$ cat src/rtl/game_link_pkg.sv
`default_nettype none
// ============================================================================
// Module   : game_link_pkg
// Purpose  : Shared types, constants and checksum helper for the framed
//            game-state serial link.
// Revision : 1.0 - initial release
// ============================================================================
package game_link_pkg;

    // Default frame start marker.
    localparam logic [7:0] DEFAULT_SYNC_BYTE = 8'hA5;

    // Widest payload the sum8 helper accepts (bytes).
    localparam int MAX_PAYLOAD_BYTES = 64;

    typedef enum logic [1:0] {
        TX_IDLE = 2'd0,
        TX_SYNC = 2'd1,
        TX_DATA = 2'd2,
        TX_SUM  = 2'd3
    } tx_state_t;

    typedef enum logic [1:0] {
        RX_HUNT = 2'd0,
        RX_DATA = 2'd1,
        RX_SUM  = 2'd2
    } rx_state_t;

    // Mod-256 sum of the low nbytes bytes of a (zero-extended) payload word.
    function automatic logic [7:0] sum8(
        input logic [8*MAX_PAYLOAD_BYTES-1:0] word,
        input int                             nbytes
    );
        logic [7:0] acc;
        acc = 8'h00;
        for (int i = 0; i < MAX_PAYLOAD_BYTES; i++) begin
            if (i < nbytes) begin
                acc = acc + word[8*i +: 8];
            end
        end
        return acc;
    endfunction

endpackage
`default_nettype wire

$ cat src/rtl/game_link_rx.sv
`default_nettype none
// ============================================================================
// Module   : game_link_rx
// Purpose  : Receive side of the game-state link: hunts for SYNC, collects
//            the payload, validates the checksum, tracks link timeout and
//            counts bad or aborted frames.
// Revision : 1.0 - initial release
// ============================================================================
module game_link_rx
    import game_link_pkg::*;
#(
    parameter int         PAYLOAD_BYTES = 4,
    parameter logic [7:0] SYNC_BYTE     = DEFAULT_SYNC_BYTE,
    parameter int         TIMEOUT_TICKS = 8
) (
    input  logic                       clk,
    input  logic                       rst,
    input  logic                       timing_tick_i,
    input  logic [7:0]                 rx_byte_i,
    input  logic                       rx_valid_i,
    output logic [8*PAYLOAD_BYTES-1:0] rx_payload_o,
    output logic                       rx_frame_ok_o,
    output logic                       link_up_o,
    output logic [7:0]                 err_count_o
);

    localparam int W     = 8 * PAYLOAD_BYTES;
    localparam int IDX_W = $clog2(PAYLOAD_BYTES + 1);
    localparam int TO_W  = $clog2(TIMEOUT_TICKS + 1);

    localparam logic [IDX_W-1:0] LAST_IDX = IDX_W'(PAYLOAD_BYTES - 1);
    localparam logic [TO_W-1:0]  TO_MAX   = TO_W'(TIMEOUT_TICKS);

    rx_state_t         state_q;
    logic [W-1:0]      shift_q;
    logic [W-1:0]      payload_q;
    logic [7:0]        sum_q;
    logic [IDX_W-1:0]  idx_q;
    logic              tick_seen_q;
    logic              frame_ok_q;
    logic              link_up_q;
    logic [7:0]        err_q;
    logic [TO_W-1:0]   to_q;
    logic [TO_W-1:0]   to_d;

    logic abort_d;
    logic good_d;
    logic bad_d;

    // A frame may straddle one tick boundary; the second tick after SYNC aborts it.
    assign abort_d = (state_q != RX_HUNT) && timing_tick_i && tick_seen_q;
    assign good_d  = (state_q == RX_SUM) && rx_valid_i && !abort_d
                     && (rx_byte_i == sum_q);
    assign bad_d   = (state_q == RX_SUM) && rx_valid_i && !abort_d
                     && (rx_byte_i != sum_q);

    // Timeout counter next value: a good frame clears it even on a tick cycle.
    always_comb begin
        to_d = to_q;
        if (good_d) begin
            to_d = '0;
        end else if (timing_tick_i && (to_q != TO_MAX)) begin
            to_d = to_q + TO_W'(1);
        end
    end

    // Frame hunt/collect/check FSM with registered status outputs.
    always_ff @(posedge clk) begin
        if (rst) begin
            state_q     <= RX_HUNT;
            shift_q     <= '0;
            payload_q   <= '0;
            sum_q       <= 8'h00;
            idx_q       <= '0;
            tick_seen_q <= 1'b0;
            frame_ok_q  <= 1'b0;
            link_up_q   <= 1'b0;
            err_q       <= 8'h00;
            to_q        <= '0;
        end else begin
            frame_ok_q <= good_d;
            to_q       <= to_d;
            link_up_q  <= good_d | (link_up_q & (to_d != TO_MAX));

            if ((bad_d || abort_d) && (err_q != 8'hFF)) begin
                err_q <= err_q + 8'd1;
            end

            if (abort_d) begin
                state_q <= RX_HUNT;
            end else begin
                case (state_q)
                    RX_HUNT: begin
                        if (rx_valid_i && (rx_byte_i == SYNC_BYTE)) begin
                            state_q     <= RX_DATA;
                            idx_q       <= '0;
                            sum_q       <= 8'h00;
                            tick_seen_q <= 1'b0;
                        end
                    end
                    RX_DATA: begin
                        if (timing_tick_i) begin
                            tick_seen_q <= 1'b1;
                        end
                        if (rx_valid_i) begin
                            shift_q <= (shift_q << 8) | W'(rx_byte_i);
                            sum_q   <= sum_q + rx_byte_i;
                            if (idx_q == LAST_IDX) begin
                                state_q <= RX_SUM;
                            end else begin
                                idx_q <= idx_q + IDX_W'(1);
                            end
                        end
                    end
                    RX_SUM: begin
                        if (timing_tick_i) begin
                            tick_seen_q <= 1'b1;
                        end
                        if (rx_valid_i) begin
                            state_q <= RX_HUNT;
                            if (good_d) begin
                                payload_q <= shift_q;
                            end
                        end
                    end
                    default: state_q <= RX_HUNT;
                endcase
            end
        end
    end

    assign rx_payload_o  = payload_q;
    assign rx_frame_ok_o = frame_ok_q;
    assign link_up_o     = link_up_q;
    assign err_count_o   = err_q;

endmodule
`default_nettype wire

$ cat src/rtl/game_state_link.sv
`default_nettype none
// ============================================================================
// Module   : game_state_link
// Purpose  : Framed, checksummed game-state link between two boards. The TX
//            FSM serialises a payload word per timing tick into
//            SYNC / payload (MSB first) / checksum bytes; the RX path lives
//            in game_link_rx.
// Revision : 1.0 - initial release
// ============================================================================
module game_state_link
    import game_link_pkg::*;
#(
    parameter int         PAYLOAD_BYTES = 4,
    parameter logic [7:0] SYNC_BYTE     = DEFAULT_SYNC_BYTE,
    parameter int         TIMEOUT_TICKS = 8
) (
    input  logic                       clk,
    input  logic                       rst,
    input  logic                       timing_tick_i,
    input  logic [8*PAYLOAD_BYTES-1:0] tx_payload_i,
    output logic [7:0]                 tx_byte_o,
    output logic                       tx_valid_o,
    input  logic                       tx_ready_i,
    input  logic [7:0]                 rx_byte_i,
    input  logic                       rx_valid_i,
    output logic [8*PAYLOAD_BYTES-1:0] rx_payload_o,
    output logic                       rx_frame_ok_o,
    output logic                       link_up_o,
    output logic [7:0]                 err_count_o
);

    localparam int W     = 8 * PAYLOAD_BYTES;
    localparam int IDX_W = $clog2(PAYLOAD_BYTES + 1);

    localparam logic [IDX_W-1:0] LAST_IDX = IDX_W'(PAYLOAD_BYTES - 1);

    tx_state_t        state_q;
    logic [W-1:0]     shadow_q;
    logic [7:0]       sum_q;
    logic [7:0]       sum_d;
    logic [IDX_W-1:0] idx_q;
    logic [7:0]       tx_byte_q;
    logic             tx_valid_q;

    // Running checksum including the data byte being transferred this cycle.
    assign sum_d = sum_q + tx_byte_q;

    // TX frame FSM. The shadow word is shifted left as bytes go out so the
    // next byte is always in its top lane; ticks outside TX_IDLE are dropped.
    always_ff @(posedge clk) begin
        if (rst) begin
            state_q    <= TX_IDLE;
            shadow_q   <= '0;
            sum_q      <= 8'h00;
            idx_q      <= '0;
            tx_byte_q  <= 8'h00;
            tx_valid_q <= 1'b0;
        end else begin
            case (state_q)
                TX_IDLE: begin
                    if (timing_tick_i) begin
                        shadow_q   <= tx_payload_i;
                        sum_q      <= 8'h00;
                        idx_q      <= '0;
                        tx_byte_q  <= SYNC_BYTE;
                        tx_valid_q <= 1'b1;
                        state_q    <= TX_SYNC;
                    end
                end
                TX_SYNC: begin
                    if (tx_ready_i) begin
                        tx_byte_q <= shadow_q[W-1 -: 8];
                        shadow_q  <= shadow_q << 8;
                        state_q   <= TX_DATA;
                    end
                end
                TX_DATA: begin
                    if (tx_ready_i) begin
                        sum_q <= sum_d;
                        if (idx_q == LAST_IDX) begin
                            tx_byte_q <= sum_d;
                            state_q   <= TX_SUM;
                        end else begin
                            idx_q     <= idx_q + IDX_W'(1);
                            tx_byte_q <= shadow_q[W-1 -: 8];
                            shadow_q  <= shadow_q << 8;
                        end
                    end
                end
                TX_SUM: begin
                    if (tx_ready_i) begin
                        tx_byte_q  <= 8'h00;
                        tx_valid_q <= 1'b0;
                        state_q    <= TX_IDLE;
                    end
                end
                default: begin
                    tx_valid_q <= 1'b0;
                    state_q    <= TX_IDLE;
                end
            endcase
        end
    end

    assign tx_byte_o  = tx_byte_q;
    assign tx_valid_o = tx_valid_q;

    game_link_rx #(
        .PAYLOAD_BYTES (PAYLOAD_BYTES),
        .SYNC_BYTE     (SYNC_BYTE),
        .TIMEOUT_TICKS (TIMEOUT_TICKS)
    ) u_rx (
        .clk           (clk),
        .rst           (rst),
        .timing_tick_i (timing_tick_i),
        .rx_byte_i     (rx_byte_i),
        .rx_valid_i    (rx_valid_i),
        .rx_payload_o  (rx_payload_o),
        .rx_frame_ok_o (rx_frame_ok_o),
        .link_up_o     (link_up_o),
        .err_count_o   (err_count_o)
    );

endmodule
`default_nettype wire

$ cat config.mk
export PLATFORM = sky130hd
export DESIGN_NAME = game_state_link
export DESIGN_NICKNAME = d
export VERILOG_FILES = /design/src/rtl/game_link_pkg.sv /design/src/rtl/game_link_rx.sv /design/src/rtl/game_state_link.sv
export SDC_FILE = /design/constraint.sdc
export NUM_CORES = 1
export LEC_CHECK = 0
export BUFFER_PORTS_ARGS = -buffer_cell sky130_fd_sc_hd__buf_2
export CORE_ASPECT_RATIO = 2
export CORE_MARGIN = 2
export CORE_UTILIZATION = 50
export CTS_BUF_LIST = sky130_fd_sc_hd__clkbuf_8
export CTS_CLUSTER_DIAMETER = 100
export DETAILED_ROUTE_END_ITERATION = 10
export GPL_TIMING_DRIVEN = 1
export MAX_ROUTING_LAYER = met4
export PLACE_DENSITY_LB_ADDON = 0.08
export SLEW_MARGIN = 20
export SYNTH_ARGS = -nofsm -noshare
export SYNTH_HDL_FRONTEND = slang
export SYNTH_SLANG_ARGS = --single-unit
$ cat constraint.sdc
create_clock -name clk -period 2.7 [get_ports clk]
set_input_delay 0.135 -clock clk [delete_from_list [all_inputs] [get_ports clk]]
set_output_delay 0.135 -clock clk [all_outputs]
set_load 0.005 [all_outputs]
Yosys cells after proc, flatten, opt, wreduce, memory -nomap -nowiden
Cells that the tools add are included.
{"block": "word_totals", "ff_bits": 146, "input_bits": 45, "wordCells": 127, "out_inout_bits": 51}
{"block": "classes", "n_eq_ne": 25, "n_bitwise": 4, "muxes": 43, "n_reduce_logical": 33, "addsub": 6}
{"operator": "two-way mux 32 bit", "count": 4}
{"operator": "case mux 32 bit (3 select lines)", "count": 1}
{"operator": "two-way mux 8 bit", "count": 9}
{"operator": "bitwise OR 32 x 8 -> 32 bit", "count": 1}
{"operator": "case mux 8 bit (2 select lines)", "count": 2}
{"operator": "case mux 8 bit (4 select lines)", "count": 1}
{"operator": "AND reduction 4 bit", "count": 6}
{"operator": "two-way mux 2 bit", "count": 9}
{"operator": "two-way mux 3 bit", "count": 6}
{"operator": "inequality test 2 bit, second input constant", "count": 9}
{"operator": "adder 8 bit", "count": 2}
{"operator": "AND reduction 5 bit", "count": 3}
{"operator": "case mux 3 bit (2 select lines)", "count": 2}
{"operator": "nonzero test 2 bit", "count": 5}
{"operator": "logical AND 1 bit", "count": 9}
{"operator": "AND reduction 3 bit", "count": 3}
{"operator": "adder 8 x 1 -> 8 bit, second input constant", "count": 1}
{"operator": "== test 8 bit", "count": 1}
{"operator": "== test 8 bit, second input constant", "count": 1}
{"operator": "two-way mux 4 bit", "count": 2}
{"operator": "inequality test 4 bit, second input constant", "count": 2}
{"operator": "inequality test 8 bit", "count": 1}
{"operator": "inequality test 8 bit, second input constant", "count": 1}
{"operator": "case mux 2 bit (4 select lines)", "count": 1}
{"operator": "other kinds (17)", "count": 29}

Logic depth before layout (Yosys ltp)
Gate-level depths: netlist (run 1).
{"block": "depth", "ltp_word": 10, "mapped_depth": 9, "ltp_nobuf": 7}

Modules after synthesis
A second synthesis (run 1) with hierarchy kept.
{"block": "unflattened", "cells_unflattened": 777, "area_unflattened_um2": 6631.4}
{"module": "game_link_rx", "cells_per_inst": 480, "area_each_um2": 3906.2, "instances": 1, "seq_area_each_um2": 1841.8}
{"module": "game_state_link", "cells_per_inst": 297, "area_each_um2": 2725.1, "instances": 1, "seq_area_each_um2": 1081.0}

Worst setup path after synthesis (run 1)
No wires, ideal clock.
{"block": "synth_timing", "kind": "reg-to-reg", "start": "register state_q[0]", "end": "register tx_byte_q[7], in the netlist tx_byte_o[7]", "stages_incl_launch_ff": 8, "path_buffers": 0, "synth_period_minus_slack_ns": 2.015, "arrival_time_ns": 1.936, "required_time_ns": 2.621, "path_slack_ns": 0.685, "setup_time_ns": 0.079, "path_cell_list": "dfxtp_1 inv_1 ha_1 or3_1 a21oi_2 o2111ai_1 or4_1 o211ai_1"}
{"block": "synth_via", "elab_chain_len": 3, "elab_cells_between_ends": 10, "classes_between": "eq/ne (7); mux (1); reduce/logical (2)"}
{"item": "start: declaration", "line": "game_state_link.sv:37", "rtl": "tx_state_t state_q;"}
{"item": "start signal: assignment", "line": "game_state_link.sv:52", "rtl": "state_q <= TX_IDLE;"}
{"item": "start signal: assignment", "line": "game_state_link.sv:67", "rtl": "state_q <= TX_SYNC;"}
{"item": "start signal: assignment", "line": "game_state_link.sv:74", "rtl": "state_q <= TX_DATA;"}
{"item": "== test 2 x 1 -> 1 bit (tied with other cells)", "line": "game_state_link.sv:59", "rtl": "case (state_q)"}
{"item": "inequality test 2 bit (no source line)"}
{"item": "AND reduction 4 bit (no source line)"}
{"item": "end signal: assignment", "line": "game_state_link.sv:72", "rtl": "tx_byte_q <= shadow_q[W-1 -: 8];"}
{"item": "end signal: assignment", "line": "game_state_link.sv:81", "rtl": "tx_byte_q <= sum_d;"}
{"item": "end signal: assignment", "line": "game_state_link.sv:85", "rtl": "tx_byte_q <= shadow_q[W-1 -: 8];"}
{"item": "end: declaration", "line": "game_state_link.sv:42", "rtl": "logic [7:0] tx_byte_q;"}
Several ways; a longest one is shown, not always the timed one.
A chain may end at the register's enable or synchronous reset.

Worst setup path in the final report (run 1)
{"block": "layout_timing", "start": "register u_rx.state_q[0]", "end": "register u_rx.err_q[5], in the netlist u_rx.err_count_o[5]"}
{"block": "layout_via", "elab_chain_len": 8, "elab_cells_between_ends": 10, "classes_between": "eq/ne (1); reduce/logical (9)"}
{"item": "start: declaration", "line": "game_link_rx.sv:34", "rtl": "rx_state_t state_q;"}
{"item": "start signal: assignment", "line": "game_link_rx.sv:70", "rtl": "state_q <= RX_HUNT;"}
{"item": "start signal: assignment", "line": "game_link_rx.sv:90", "rtl": "state_q <= RX_HUNT;"}
{"item": "start signal: assignment", "line": "game_link_rx.sv:95", "rtl": "state_q <= RX_DATA;"}
{"item": "nonzero test 2 bit", "line": "game_link_rx.sv:51", "rtl": "assign abort_d = (state_q != RX_HUNT) && timing_tick_i && tick_seen_q;"}
{"item": "logical AND 1 bit (2 in series)", "line": "game_link_rx.sv:51"}
{"item": "zero test 1 bit", "line": "game_link_rx.sv:54", "rtl": "assign bad_d = (state_q == RX_SUM) && rx_valid_i && !abort_d"}
{"item": "logical AND 1 bit", "line": "game_link_rx.sv:54"}
{"item": "logical AND 1 bit", "line": "game_link_rx.sv:55", "rtl": "&& (rx_byte_i != sum_q);"}
{"item": "logical OR 1 bit (*)", "line": "game_link_rx.sv:85", "rtl": "if ((bad_d || abort_d) && (err_q != 8'hFF)) begin"}
{"item": "logical AND 1 bit (*)", "line": "game_link_rx.sv:85"}
{"item": "end signal: assignment", "line": "game_link_rx.sv:86", "rtl": "err_q <= err_q + 8'd1;"}
{"item": "end: declaration", "line": "game_link_rx.sv:42", "rtl": "logic [7:0] err_q;"}
Every way passes the cells marked *; elsewhere a longest branch is shown, timed or not.

==> results of run 1 <==
[power by group]
part	total (uW)	switching, uW	internal [uW]
Sequential	2650	219	2430
Clock	1720	911	814
Combinational	1770	1040	737
[per-layer routing]
metal | part of all wire | GRT usage | wire [um]
met5 | 0 | - | 0
met2 | 0.56 | 0.439 | 9050
met1 | 0.37 | 0.243 | 6010
met4 | 0.038 | 0.107 | 616
met3 | 0.036 | 0.0436 | 587
[cells by family after synthesis]
family,synth area share
AOI/OAI and AO/OA,0.183
xor gates and xnor gates,0.0145
adders and majority gates,0.0588
buffers and inverters,0.0405
DFF,0.441
muxes,0.0460
and+or+nand+nor,0.216
[path summary, 6_finish.rpt]
kind | from | to | slack, ns | depth (start not counted)
worst min-delay path | tx_payload_i[27] | shadow_q[27] | 0.02 | 3
worst max-delay path | u_rx.state_q[0] | u_rx.err_count_o[5] | 0.27 | 8
worst max register to register | u_rx.state_q[0] | u_rx.err_count_o[5] | 0.27 | 8
worst min register to register | u_rx.rx_payload_o[12] | u_rx.rx_payload_o[12] | 0.45 | 2
[cells in the final DEF (no fill, tap or decap), types with 6 or more instances in the layout]
master / netlist / final
a22oi_1: 10 / 10
nand2_1: 165 / 165
nand4_1: 8 / 8
nor2_1: 56 / 56
nor3_1: 13 / 13
or3_1: 9 / 9
clkbuf_8: 0 / 19
o21ai_0: 19 / 19
nand3b_1: 14 / 14
mux2i_1: 29 / 29
ha_1: 28 / 28
a211oi_1: 26 / 26
inv_1: 18 / 18
dfxtp_1: 146 / 146
nand3_1: 11 / 11
xnor2_1: 6 / 6
nand2b_1: 8 / 8
or4_1: 7 / 7
buf_4: 0 / 11
buf_2: 8 / 94
dlygate4sd3_1: 0 / 17
a21oi_1: 99 / 99
[sequential cells by signal (all words and copies together), names as in the netlist, 3 cells and up]
name	count
shadow_q	32
sum_q	8
u_rx.idx_q	3
u_rx.shift_q	32
tx_byte_o	8
u_rx.rx_payload_o	32
u_rx.to_q	4
u_rx.sum_q	8
u_rx.err_count_o	8
idx_q	3
[worst max-delay path: cells and delay by family, from the launching register on]
family	cells	cell delay [ns]
simple gates	4	1.29
fa+ha+maj	1	0.30
buf+inv	2	0.24
compound gates	1	0.16
flops	1	0.38
[cells in the mapped netlist, drive strengths merged (2+ instances only)]
| cell | count |
|---|---|
| a22o | 2 |
| nor3b | 2 |
| a22oi | 10 |
| clkbuf | 38 |
| mux2i | 29 |
| o21ai | 19 |
| fa | 2 |
| and3 | 4 |
| a211oi | 26 |
| ha | 28 |
| a21oi | 100 |
| nor2 | 57 |
| buf | 12 |
| a31oi | 3 |
| nor4 | 3 |
| o211ai | 4 |
| and4 | 2 |
| nand4 | 8 |
| xnor2 | 6 |
| o21a | 4 |
| inv | 18 |
| a221oi | 2 |
| a32oi | 2 |
| nor3 | 13 |
| o31ai | 4 |
| o2111ai | 2 |
| nand3 | 11 |
| nand2 | 165 |
| or2 | 2 |
| o221ai | 2 |
| a2bb2oi | 2 |
| and2 | 4 |
| a21o | 5 |
| dfxtp | 146 |
| nand2b | 9 |
| nand3b | 14 |
| or3 | 9 |
| xor2 | 5 |
| or4 | 7 |
[through the flow]
stage          std cells   util  total power (uW)  cell area, um^2
3_5_place_dp        1003  0.556              4460             7230
4_1_cts             1052  0.600              6210             7800
2_1_floorplan        794      -              3940             6640
5_1_grt             1052  0.600              6510             7800
6_report            1052  0.600              6150             7800
3_3_place_gp        1003  0.556              4390             7230
[cell type report]
class / count / area share
clock buffers: 19 / 0.0335
inverters: 19 / 0.00914
multi-input cells: 579 / 0.442
flip-flops and latches: 146 / 0.375
clock inverters: 13 / 0.0181
repair buffers: 124 / 0.0979
well taps: 152 / 0.0244
==> impl_metrics.tcl, run 1 <==
set metrics [dict create \
    outcome "completed" \
    min_path_type "in2reg" \
    ctsResizeCount 0 \
    synth_cell_types 61 \
    tns_ns 0 \
    die_area_mm2 0.0143 \
    cts_root_buf "clkbuf_8" \
    postCtsSetupBuffers 0 \
    maxCapViolations 0 \
    rows 59 \
    irDropWorstVdd_v 0.000696 \
    ant_nets 0 \
    cp_data_required_time_ns 3.07 \
    hold_ws_ns 0.0248 \
    cts_max_path_buffers 2 \
    period_share 0.901 \
    arrival_ns 2.81 \
    cp_cell_sequence "inv_1 > ha_1 > nand3b_1 > nand4_1 > buf_4 > nand3_1 > or4_1 > a21oi_1" \
    grt_antenna_before_repair 0 \
    multi_input_area_mm2 0.00345 \
    n_antenna_cell 0 \
    regArea_mm2 0.00292 \
    cts.clk_slew.worst_paths_ns 0.09 \
    core_area_mm2 0.0130 \
    leakage_uw 0.00312 \
    crit_type "reg2reg" \
    dp_hpwl_mm 11.9 \
    syn_area_mm2 0.00664 \
    cp-start-kind "flop" \
    crit_path_max_incr_delay_ns 0.56 \
    max-slew-margin-rel 0.529 \
    max_freq_ghz 0.411 \
    finalClockSkew_ns 0.0144 \
    synth_largest_area_cell "dfxtp_1" \
    fp.dieH_um 167 \
    critPathMaxFanout 12 \
    synthFlopType "dfxtp_1" \
    cts_num_sinks 146 \
    synth-edff-count 0 \
    clk_latency_ns 0.45 \
    gp_congestion 0.826 \
    grt_overflow_total 0 \
    cts_tree "built" \
    cts_buffers 17 \
    power_density_mw_per_mm2 788 \
    synth.top_cells.by_area "dfxtp_1 (44%), nand2_1 (9.3%), a21oi_1 (7.5%), ha_1 (5.3%), mux2i_1 (4.4%)" \
    syn_area_per_cell_um2 8.36 \
    firstDrtPassIters 5 \
    vias 6016 \
    grt_pass1_wl_mm 27.0 \
    initial_core_util 0.511 \
    cts_hold_buf 17 \
    post_drt_wl_per_cell_um 15.5 \
    nets 962 \
    dp_worst_setup_slack_ns 0.285 \
    area_growth_syn_to_layout_pct 17.6 \
    finalHoldViolations 0 \
    rsz0062_at_grt "false" \
    yosysWarnings 0 \
    h-tree-depth 4 \
    drt_iter0_markers 272 \
    vias_per_cell 5.72 \
    grtUsageTotal 0.241 \
    finalCriticalPeriod_ns 2.43 \
    cp_slowest_cell "or4_1" \
    drive_above_1_share 0.171 \
    grt_max_degree 57 \
    setup_viol 0 \
    worstMarginPinSlew_ns 0.699 \
    netlist_instances 794 \
    synth-seq-cells 146 \
    synth_top_area_share 0.441 \
    seq_area_frac_synth 0.441 \
    grt_pass1_vias 5874 \
    worst_slack_ns 0.267 \
    ios 96 \
    async_reset_ff_frac 0 \
    synth_nets 869 \
    drt-total-wl_mm 16.3 \
    end_kind "flop" \
    drv_slew 0 \
    fillCellCount 1208 \
    die_w_um 85.5 \
    drc 0 \
    portBuffers 95 \
]
No activity file was read; power rests on OpenSTA's default activity.
==> run 2: changes to the inputs <==
--- a/config.mk
+++ b/config.mk
@@ -6,5 +6,5 @@
 export NUM_CORES = 1
 export LEC_CHECK = 0
-export BUFFER_PORTS_ARGS = -buffer_cell sky130_fd_sc_hd__buf_2
+export BUFFER_PORTS_ARGS = -buffer_cell sky130_fd_sc_hd__clkbuf_2
 export CORE_ASPECT_RATIO = 2
 export CORE_MARGIN = 2
==> constraint.sdc (replaced) <==
create_clock -name clk -period 2.7 [get_ports clk]
set_input_delay 0.54 -clock clk [delete_from_list [all_inputs] [get_ports clk]]
set_output_delay 0.54 -clock clk [all_outputs]
set_load 0.005 [all_outputs]
==> run 2 against run 1 <==
Compared with the run above: non-clock buffer count decreased by 9; clock-buffer cell count shrank 2; die area unchanged; critical path depth rose by 1; global-route usage decreased by 0.59 points; largest cell class unchanged.
==> impl_metrics.tcl, run 2 (synthesized netlist as in run 1, its figures left out) <==
set metrics [dict create \
    outcome "completed" \
    cts.clk_slew.worst_paths_ns 0.09 \
    tns_ns 0 \
    h-tree-depth 4 \
    gp_congestion 0.898 \
    r2r_setup_slack_ns 0.38 \
    end_kind "flop" \
    finalHoldViolations 0 \
    min_delay_path_depth 3 \
    core_area_mm2 0.0130 \
    ios 96 \
    die_w_um 85.5 \
    cts_buffers 17 \
    grt_pass1_vias 5675 \
    power_density_mw_per_mm2 799 \
    vias_per_cell 5.65 \
    finalPower_uw 6160 \
    leakage_uw 0.00307 \
    fillCellCount 1194 \
    arrival_ns 2.71 \
    final_common_cell "nand2_1" \
    area_growth_syn_to_layout_pct 16.3 \
    nets 953 \
    grt_max_degree 60 \
    firstDrtPassIters 5 \
    r2r_cells 9 \
    cts_root_buf "clkbuf_8" \
    rsz0062_at_grt "false" \
    mostFrequentLayoutCells "nand2_1 (165), dfxtp_1 (146), a21oi_1 (99)" \
    drt-total-wl_mm 16.0 \
    maxCapViolations 0 \
    setup_viol 0 \
    ctsResizeCount 0 \
    ant_nets 0 \
    n_antenna_cell 0 \
    post_drt_wl_per_cell_um 15.4 \
    hold_end "shadow_q[7]" \
    max_freq_ghz 0.430 \
    cts_tree "built" \
    period_share 0.861 \
    drive_above_1_share 0.182 \
    rows 59 \
    cts_num_sinks 146 \
    drv_slew 0 \
    clk_latency_ns 0.45 \
    die_area_mm2 0.0143 \
    finalClockSkew_ns 0.0147 \
    grtUsageTotal 0.235 \
    portBuffers 95 \
    initial_core_util 0.511 \
    cts_hold_buf 0 \
    worstHoldStart "tx_payload_i[7]" \
    drc 0 \
    grt_antenna_before_repair 0 \
    drt_iter0_markers 247 \
    fp.dieH_um 167 \
    min_path_type "in2reg" \
    postCtsSetupBuffers 0 \
    cts_max_path_buffers 2 \
    rr_endpoint "u_rx.err_count_o[5]" \
    max-slew-margin-rel 0.593 \
    irDropWorstVdd_v 0.000593 \
    grt_pass1_wl_mm 26.5 \
    crit_type "reg2reg" \
    grt_overflow_total 0 \
    critPathMaxFanout 12 \
    reg2reg_from "u_rx.state_q[0]" \
    dp_hpwl_mm 11.6 \
    finalCriticalPeriod_ns 2.32 \
    cp_data_required_time_ns 3.08 \
    worstMarginPinSlew_ns 0.610 \
    vias 5893 \
    cp-start-kind "flop" \
]
[run 2: cell types whose count changed in the layout (fill, tap and decap cells not counted), moves of 3 or more]
cell           previous run  this run
inv_6                     4         7
buf_2                    94         0
buf_4                    11        17
clkbuf_2                  0        94
clkinv_4                  4         1
dlygate4sd3_1            17         0
[run 2: area by class of cell]
class	count	area, um^2	share of cell area
clock buffers	17	234	0.0303
clock inverters	15	170	0.0221
inverters	19	71.3	0.00924
multi-input cells	579	3450	0.447
flip-flops and latches	146	2920	0.379
well taps	152	190	0.0246
repair buffers	115	678	0.0879
[run 2: how the worst max path moves through the flow]
stage	from	to	slack, ns
2_1_floorplan	rx_byte_i[1]	u_rx.sum_q[7]	0.50
4_1_cts	u_rx.state_q[0]	u_rx.err_count_o[5]	0.38
3_5_place_dp	rx_byte_i[1]	u_rx.err_count_o[1]	0.16
3_3_place_gp	rx_byte_i[1]	u_rx.rx_payload_o[28]	0.16
6_report	u_rx.state_q[0]	u_rx.err_count_o[5]	0.38
5_1_grt	u_rx.state_q[0]	u_rx.err_count_o[5]	0.23
[run 2: routing by layer]
layer	wire length, um	vias to the layer above	GRT usage
li1	-	2949	-
met1	6090	2773	0.242
met2	8810	137	0.421
met3	564	34	0.0431
met4	558	0	0.107
met5	0	-	-
[run 2: power breakdown]
part	switching (uW)	internal (uW)
Clock	918	851
Combinational	1030	730
Sequential	204	2430
[run 2: metrics by stage]
stage / instances / worst slack [ns] / utilization / area, um^2 / hold slack [ns]
3_3_place_gp: 1011 / 0.160 / 0.563 / 7310 / 0.439
3_5_place_dp: 1011 / 0.159 / 0.563 / 7310 / 0.445
6_report: 1043 / 0.376 / 0.594 / 7720 / 0.336
4_1_cts: 1043 / 0.376 / 0.594 / 7720 / 0.317
5_1_grt: 1043 / 0.225 / 0.594 / 7720 / 0.319
2_1_floorplan: 794 / 0.496 / - / 6640 / 0.432
[run 2: critical path: stages, from the launching register on]
cell      delay, ns
dfxtp_1        0.38
inv_1          0.09
ha_1           0.31
nand3b_1       0.28
nand4_1        0.16
buf_4          0.15
nand3_1        0.11
buf_12         0.16
or4_1          0.46
a21oi_1        0.16
==> run 3: changes to the inputs <==
clock period = 2.88 ns   (was 2.7 ns; I/O delays follow)
==> run 3 against run 2 <==
Compared with the run above: worst hold slack improved by 0.042 ns; wire length rose by 1.0%; die area is the same; non-clock buffer count fell by 6; global-route usage up 0.35 points; cell area is 1.0% lower; maximum frequency shrank 8.0%; power shrank 8.1%; critical path type unchanged; largest power group unchanged.
==> impl_metrics.tcl, run 3 (synthesized netlist as in run 1, its figures left out) <==
set metrics [dict create \
    post_drt_wl_per_cell_um 15.6 \
    end_kind "flop" \
    grt_antenna_before_repair 0 \
    drt_iter0_markers 269 \
    final_common_cell "nand2_1" \
    maxCapViolations 0 \
    period_share 0.877 \
    cts_root_buf "clkbuf_8" \
    rr_endpoint "u_rx.err_count_o[5]" \
    drive_above_1_share 0.175 \
    cp-start-kind "flop" \
    clk_latency_ns 0.44 \
    n_antenna_cell 0 \
    cts_max_path_buffers 2 \
    leakage_uw 0.00302 \
    vias_per_cell 5.65 \
    hold_ws_ns 0.378 \
    grt_overflow_total 0 \
    grt_pass1_wl_mm 26.8 \
    final_area_mm2 0.00764 \
    vias 5855 \
    rsz0062_at_grt "false" \
    setup_viol 0 \
    fillCellCount 1235 \
    cts.clk_slew.worst_paths_ns 0.10 \
    critPathMaxFanout 12 \
    die_w_um 85.5 \
    r2r_setup_slack_ns 0.35 \
    crit_end "u_rx.err_count_o[5]" \
    r2r_cells 8 \
    finalClockSkew_ns 0.0198 \
    power_density_mw_per_mm2 741 \
    cp_data_required_time_ns 3.25 \
    cts_hold_buf 0 \
    postCtsSetupBuffers 0 \
    rows 59 \
    tns_ns 0 \
    crit_type "reg2reg" \
    drc 0 \
    reg2reg_from "u_rx.state_q[0]" \
    outcome "completed" \
    drt-total-wl_mm 16.2 \
    ant_nets 0 \
    ios 96 \
    firstDrtPassIters 5 \
    cts_buffers 17 \
    crit_start "u_rx.state_q[0]" \
    die_area_mm2 0.0143 \
    min_path_type "in2reg" \
    max-slew-margin-rel 0.554 \
    grt_max_degree 108 \
    gp_congestion 0.880 \
    dp_worst_setup_slack_ns 0.238 \
    drv_slew 0 \
    max_freq_ghz 0.396 \
    initial_core_util 0.511 \
    h-tree-depth 4 \
    cts_num_sinks 146 \
    worstMarginPinSlew_ns 0.669 \
    grtUsageTotal 0.238 \
    portBuffers 95 \
    ctsResizeCount 0 \
    worst_slack_ns 0.354 \
    grt_pass1_vias 5777 \
    fp.dieH_um 167 \
    mostFrequentLayoutCells "nand2_1 (165), dfxtp_1 (146), a21oi_1 (99)" \
    nets 947 \
    arrival_ns 2.89 \
    core_area_mm2 0.0130 \
    finalPower_uw 5660 \
    placed_area_mm2 0.00725 \
    area_growth_syn_to_layout_pct 15.1 \
    finalCriticalPeriod_ns 2.53 \
    dp_hpwl_mm 11.7 \
    finalHoldViolations 0 \
    cts_tree "built" \
    irDropWorstVdd_v 0.000602 \
]
[run 3: cell type report]
cell class                 instances  area (um^2)  area share
timing repair buffer             109          621      0.0812
multi-input combinational        579         3450       0.452
sequential                       146         2920       0.383
clock inverter                    15          150      0.0197
tap                              152          190      0.0249
clock buffer                      17          234      0.0306
inverter                          19         71.3     0.00934
[run 3: worst max-delay path, stage by stage (launching register included)]
cell      delay (ns)
dfxtp_1         0.37
inv_1           0.07
ha_1            0.30
nand3b_1        0.33
nand4_1         0.23
buf_4           0.16
nand3_1         0.29
or4_1           0.57
a21oi_1         0.14
[run 3: worst min path at each step]
stage,from,cells past startpoint,end
after floorplan,shadow_q[0],2,shadow_q[0]
after global placement,shadow_q[7],2,shadow_q[7]
after detailed placement,u_rx.rx_payload_o[8],2,u_rx.rx_payload_o[8]
after CTS,tx_payload_i[5],3,shadow_q[5]
after global routing,tx_payload_i[5],3,shadow_q[5]
final,tx_payload_i[1],3,shadow_q[1]
[run 3: metal layers]
metal,part of all wire,global-route usage,up-vias
met5,0,-,-
met4,0.035,0.120,0
met3,0.037,0.0421,30
met2,0.56,0.431,157
met1,0.37,0.238,2726
li1,-,-,2942
[run 3: where the power goes]
group | leakage (uW) | total, uW | switching (uW) | internal (uW)
clock | 0.000193 | 1560 | 851 | 710
sequential | 0.00119 | 2480 | 196 | 2280
combinational | 0.00164 | 1630 | 958 | 670
total | 0.00302 | 5660 | 2000 | 3660
[run 3: stage by stage]
step,cells,util
6_report,1037,0.588
5_1_grt,1037,0.588
4_1_cts,1037,0.588
3_5_place_dp,1005,0.558
3_3_place_gp,1005,0.558
2_1_floorplan,794,-
